### src/rtl/sign_cmp_pipe.sv
`default_nettype none
// ============================================================================
// Module     : sign_cmp_pipe
// Description: Two-stage pipelined magnitude comparator for WIDTH-bit
//              operands, signed or unsigned per sample, with valid/ready
//              handshake. Produces registered AGEB/AGTB/AEQB flags.
//              Optional running-maximum tracker of accepted DataA, built
//              when the macro SIGN_CMP_TRACK_EN is defined.
// Revision   : 1.0 - initial release
// ============================================================================
module sign_cmp_pipe #(
  parameter int WIDTH = 8
) (
  input  logic             CLK,
  input  logic             RESET,
  input  logic [WIDTH-1:0] DataA,
  input  logic [WIDTH-1:0] DataB,
  input  logic             MODE,
  input  logic             IN_VALID,
  output logic             IN_READY,
  output logic             OUT_VALID,
  input  logic             OUT_READY,
  output logic             AGEB,
  output logic             AGTB,
  output logic             AEQB,
  input  logic             CLR,
  output logic [WIDTH-1:0] MAXA,
  output logic             MAX_VALID
);

  // Pipeline control: everything moves unless a result is waiting to be taken.
  logic w_adv;
  logic w_accept;

  // Operands extended by one bit so signed and unsigned share one subtractor.
  logic [WIDTH:0]   w_aExt;
  logic [WIDTH:0]   w_bExt;
  // One further bit of headroom keeps the difference from wrapping.
  logic [WIDTH+1:0] w_diff;

  logic [WIDTH+1:0] r_s1Diff;
  logic             r_s1Valid;
  logic             w_s1Ge;
  logic             w_s1Eq;

  assign w_adv    = !OUT_VALID || OUT_READY;
  assign IN_READY = w_adv;
  assign w_accept = IN_VALID && w_adv;

  assign w_aExt = {MODE & DataA[WIDTH-1], DataA};
  assign w_bExt = {MODE & DataB[WIDTH-1], DataB};
  assign w_diff = {w_aExt[WIDTH], w_aExt} - {w_bExt[WIDTH], w_bExt};

  assign w_s1Ge = ~r_s1Diff[WIDTH+1];
  assign w_s1Eq = (r_s1Diff == '0);

  // Stage 1: register the extended difference and the accept marker.
  always_ff @(posedge CLK or posedge RESET) begin
    if (RESET) begin
      r_s1Diff  <= '0;
      r_s1Valid <= 1'b0;
    end else if (w_adv) begin
      r_s1Diff  <= w_diff;
      r_s1Valid <= w_accept;
    end
  end

  // Stage 2: decode flags; they are forced low for bubbles so idle outputs read zero.
  always_ff @(posedge CLK or posedge RESET) begin
    if (RESET) begin
      OUT_VALID <= 1'b0;
      AGEB      <= 1'b0;
      AGTB      <= 1'b0;
      AEQB      <= 1'b0;
    end else if (w_adv) begin
      OUT_VALID <= r_s1Valid;
      AGEB      <= r_s1Valid & w_s1Ge;
      AGTB      <= r_s1Valid & w_s1Ge & ~w_s1Eq;
      AEQB      <= r_s1Valid & w_s1Eq;
    end
  end

`ifdef SIGN_CMP_TRACK_EN
  // Running maximum of accepted DataA, compared in the sample's own mode.
  logic [WIDTH:0] w_maxExt;
  logic           w_aGtMax;

  assign w_maxExt = {MODE & MAXA[WIDTH-1], MAXA};
  assign w_aGtMax = $signed(w_aExt) > $signed(w_maxExt);

  // Tracker update: CLR restarts history, taking the concurrent sample if any.
  always_ff @(posedge CLK or posedge RESET) begin
    if (RESET) begin
      MAXA      <= '0;
      MAX_VALID <= 1'b0;
    end else if (CLR) begin
      if (w_accept) begin
        MAXA      <= DataA;
        MAX_VALID <= 1'b1;
      end else begin
        MAXA      <= '0;
        MAX_VALID <= 1'b0;
      end
    end else if (w_accept) begin
      if (!MAX_VALID || w_aGtMax) begin
        MAXA <= DataA;
      end
      MAX_VALID <= 1'b1;
    end
  end
`else
  // Tracker absent: CLR has no effect and the tracker outputs are constant.
  logic w_unusedClr;

  assign w_unusedClr = CLR;
  assign MAXA        = '0;
  assign MAX_VALID   = 1'b0;
`endif

endmodule
`default_nettype wire

### config.mk
export PLATFORM = sky130hd
export DESIGN_NAME = sign_cmp_pipe
export DESIGN_NICKNAME = d
export VERILOG_FILES = /design/src/rtl/sign_cmp_pipe.sv
export SDC_FILE = /design/constraint.sdc
export NUM_CORES = 1
export LEC_CHECK = 0
export CAP_MARGIN = 0
export CORE_UTILIZATION = 44
export CTS_CLUSTER_DIAMETER = 200
export DETAILED_ROUTE_END_ITERATION = 6
export GPL_TIMING_DRIVEN = 0
export HOLD_SLACK_MARGIN = 0.08
export MAX_ROUTING_LAYER = met4
export PLACE_DENSITY_LB_ADDON = 0.08
export SYNTH_ARGS = -nofsm -noshare
export SYNTH_HDL_FRONTEND = slang
export SYNTH_SLANG_ARGS = --single-unit
export TNS_END_PERCENT = 1
### constraint.sdc
create_clock -name CLK -period 1.45 [get_ports CLK]
set_input_delay 0.145 -clock CLK [delete_from_list [all_inputs] [get_ports CLK]]
set_output_delay 0.145 -clock CLK [all_outputs]
set_load 0.01 [all_outputs]
-- Word level (Yosys, flattened, before mapping)
Index checks and enable logic that the tools add are counted.
- output and inout bits: 14
- register bits after elaboration: 15
- logic and storage cells: 18
- bitwise operators: 7
- add/subtract/negate cells: 1
- reductions and logical operators: 4
- operators by type and width (kind ; count):
    $logic_not 10->1 ; 1
    $sub 9x9->10 ; 1
    $and 1x1->1 ; 5
    $not 1->1 ; 2
    $logic_and 1x1->1 ; 1
    $logic_not 1->1 ; 1
    $logic_or 1x1->1 ; 1

-- Logic depth before layout (Yosys ltp)
- depth after elaboration: 3
- depth in mapped cells: 9

-- Worst setup path after synthesis
No wires, ideal clock.
- path type: input-to-reg
- start point: input port DataA[0]
- end point: register r_s1Diff[8]
- slack: -0.127 ns
- arrival time: 1.509 ns
- stages on the path: 9
- path buffers: 0
- required time: 1.382 ns
- library setup time: 0.068 ns
- cell sequence: inv_1 > ha_1 > inv_1 > fa_1 > a21o_1 > a21oi_2 > o21ai_4 > a31o_1 > nand3_1
- word-level cells in the longest chain between the ends: 1
- ends and longest elaborated chain (item ; RTL line ; text):
    from (decl) ; 16 ; input logic [WIDTH-1:0] DataA,
    $sub 9x9->10 ; 52 ; assign w_diff = {w_aExt[WIDTH], w_aExt} - {w_bExt[WIDTH], w_bExt};
    to (signal assigned) ; 63 ; r_s1Diff <= w_diff;
    to (decl) ; 41 ; logic [WIDTH+1:0] r_s1Diff;
No other way between the ends.
A chain may end at the register's enable or synchronous reset.

-- Worst setup path after layout
- start point: input port DataB[0]
- end point: register r_s1Diff[6]
- word-level cells in the longest chain between the ends: 1
- ends and longest elaborated chain (item ; RTL line ; text):
    from (decl) ; 17 ; input logic [WIDTH-1:0] DataB,
    $sub 9x9->10 ; 52 ;
No other way between the ends.

==> flow_metrics.py <==
metrics = {
    "synth": {
        "syn_area_um2": 1030,
        "synth-seq-cells": 15,
        "synth.avg_cell_area_um2": 8.53,
        "synthSimpleGateAreaFrac_pct": 17.2,
        "synth_fa_ha_area_share_pct": 11.6,
        "synth_seq_area_share_pct": 36.4,
        "synth_xor_area_share_pct": 5.09,
        "synth_compound_area_share_pct": 16.1,
        "syn_inst": 121,
        "synth_top_family_by_area": "simple AND/OR/NAND/NOR gates",
        "yosysWarnings": 0,
        "yosysUniqueCellTypes": 31,
        "synth_mux_area_share_pct": 0.970,
    },
    "cells_and_area": {
        "diodes": 0,
        "final_cells": 191,
        "nets": 195,
        "synthToLayoutAreaGrowth_pct": 45.9,
        "drive_above_1_share_pct": 24.5,
    },
    "sta": {
        "fin_setup_tns_ns": 0,
        "rsz0062_at_grt": "true",
        "finalCritPeriodShare_pct": 97.7,
        "finalSetupViolCount": 0,
        "hold_viol": 0,
        "final_max_slew_viol_count": 0,
        "period_needed_ns": 1.42,
        "max_clock_freq_mhz": 706,
        "finalClockSkew_ns": 0.00173,
        "tightestPinTransition_ns": 0.550,
        "max-slew-margin-rel_pct": 63.3,
    },
    "cts": {
        "cts_tree": "yes",
        "path_clk_slew_ns": 0.08,
        "cts_buffer_depth": 2,
        "clock_latency_ns": 0.28,
        "numClockSinks": 15,
        "root_buffer": "clkbuf_4",
        "postCtsHoldBufs": 0,
        "numCtsBuffers": 3,
        "htreeDepth": 1,
    },
    "power_and_ir_drop": {
        "finalPower_w": 0.00125,
        "cellPowerDensity_nw_per_um2": 831,
        "max-vdd-ir-drop_mv": 0.433,
        "power_leakage_nw": 0.748,
    },
    "global_route": {
        "grt_pass1_wl_mm": 3.45,
        "grt_overflow": 0,
        "antenna_found_initial": 0,
        "grtUsageTotal_pct": 18.6,
        "grt_pass1_vias": 858,
        "grt_max_degree": 16,
    },
    "drt": {
        "via_per_inst": 4.91,
        "antenna_left": 0,
        "drtIter0Drc": 18,
        "wl_mm": 2.21,
        "drcViolationCount": 0,
        "vias": 937,
        "routedWlPerCell_um": 11.6,
        "firstDrtPassIters": 4,
    },
    "setup_path": {
        "cp-end-kind": "register",
        "critPathMaxStageDelay_ns": 0.35,
        "cp_top_family": "compound AO/OA/AOI/OAI gates",
        "worstPathArrival_ns": 1.59,
        "cp_slowest_cell": "fa_2",
        "critPathBufInv": 2,
        "required_ns": 1.63,
        "path_cells": "clkdlybuf4s15_2 -> ha_4 -> inv_2 -> fa_2 -> a21o_1 -> a21oi_4 -> o21ai_4 -> xnor2_1 -> a21oi_1",
        "crit_type": "primary input to register",
        "crit_path_start_kind": "primary input",
        "critPathMaxFanout": 3,
    },
    "floorplanning": {
        "die_h_um": 50.4,
        "start_util_pct": 46.7,
        "rows": 17,
        "core_um2": 2210,
        "boundaryPins": 36,
        "die_w_um": 50.4,
        "dieArea_um2": 2540,
    },
    "placed_design": {
        "place_inst": 182,
        "place_congestion": 0.785,
        "hpwl_mm": 1.59,
        "placement.io_buffers": 25,
    },
    "run_status": {
        "status": "finished clean",
    },
    "worst_hold_path": {
        "hold_path.class": "primary input to asynchronous set/reset pin",
    },
    "run": {
        "max_cap_violations": 0,
    },
}
## per-layer routing
layer  track usage, %  share of wire [%]
met3             1.82                4.9
met5                -                  0
met4             8.33                1.9
met2             32.4                 53
met1             21.4                 40
## final timing paths
kind                                        from                       to  slack, ns  cells after the start
max reg2reg                OUT_VALID$_DFFE_PP0N_  r_s1Diff[7]$_DFFE_PP0N_       0.18                      7
min in group CLK                        DataA[0]  r_s1Diff[0]$_DFFE_PP0N_       0.26                      4
max                                     DataB[0]  r_s1Diff[6]$_DFFE_PP0N_       0.03                      9
min reg2reg                     AGEB$_DFFE_PP0N_         AGEB$_DFFE_PP0N_       0.48                      1
min                                        RESET         AGTB$_DFFE_PP0N_       0.20                      2
max in group asynchronous                  RESET  r_s1Diff[4]$_DFFE_PP0N_       0.89                      2
## power breakdown
group	total (W)	leakage [nW]	internal, W	switching [W]
combinational	0.000470	0.554	0.000247	0.000223
sequential	0.000547	0.179	0.000499	0.0000482
clock	0.000234	0.0150	0.000107	0.000128
## Yosys cell counts, drive strengths merged
cell	count	share of area (%)
a21o	3	2.2
a21oi	13	6.7
a22o	1	0.85
a31o	1	0.85
and2	1	0.61
buf	11	7.5
clkbuf	1	0.36
conb	1	0.36
dfrtp	15	36
fa	1	1.9
ha	8	9.7
inv	12	4.4
mux2i	1	0.97
nand2	13	4.7
nand2b	3	1.8
nand3	4	1.9
nand4	1	0.61
nor2	11	4.0
nor2b	1	0.61
nor3	2	0.97
nor3b	1	0.73
nor4	2	1.2
o211ai	2	1.5
o21ai	5	3.5
o22ai	1	0.61
xnor2	2	1.7
xor2	4	3.4
## layout make-up
type | count | area [um^2]
Multi-Input combinational cell | 90 | 631
Fill cell | 203 | 706
Inverter | 12 | 57.6
Clock buffer | 4 | 26.3
Tap cell | 28 | 35.0
Timing Repair Buffer | 30 | 290
Sequential cell | 15 | 375
Buffer | 12 | 91.3
## layout by cell type (no fill, tap or decap), types with 5 or more instances in the layout
cell type         n
dfrtp_1          15
buf_4            14
clkdlybuf4s50_1  14
nand2_1          13
nor2_1           11
a21oi_1          10
conb_1            9
inv_2             6
inv_1             5
## sequential cells by signal, indices dropped and copies added (netlist names)
register	flops
OUT_VALID	1
r_s1Diff	10
r_s1Valid	1
AEQB	1
AGTB	1
AGEB	1
## per-stage QoR
step | cell area (um^2) | utilization (%) | setup WS [ns] | hold slack (ns)
5_1_grt | 1510 | 68.1 | -0.0282 | 0.239
4_1_cts | 1460 | 66.1 | 0.00907 | 0.211
3_5_place_dp | 1380 | 62.2 | -0.749 | 0.467
3_3_place_gp | 1380 | 62.2 | -0.723 | 0.461
2_1_floorplan | 1090 | - | -0.0224 | 0.0465
6_report | 1510 | 68.1 | 0.0327 | 0.205
## logic make-up after synthesis
logic type	Yosys count
and+or+nand+nor	39
AOI/OAI and AO/OA	26
buffers and inverters	24
DFF	15
adders and majority gates	9
xor gates and xnor gates	6
other	1
muxes	1
## what timing repair did
item                                    4_1_cts  5_1_grt
setup buffers                                 2        3
endpoints found under the setup margin        7        4
gates resized for setup                      27        9
pin swaps                                     9        8
hold endpoints to repair                      0        0
Note: power is estimated with default switching activity, not from simulation.
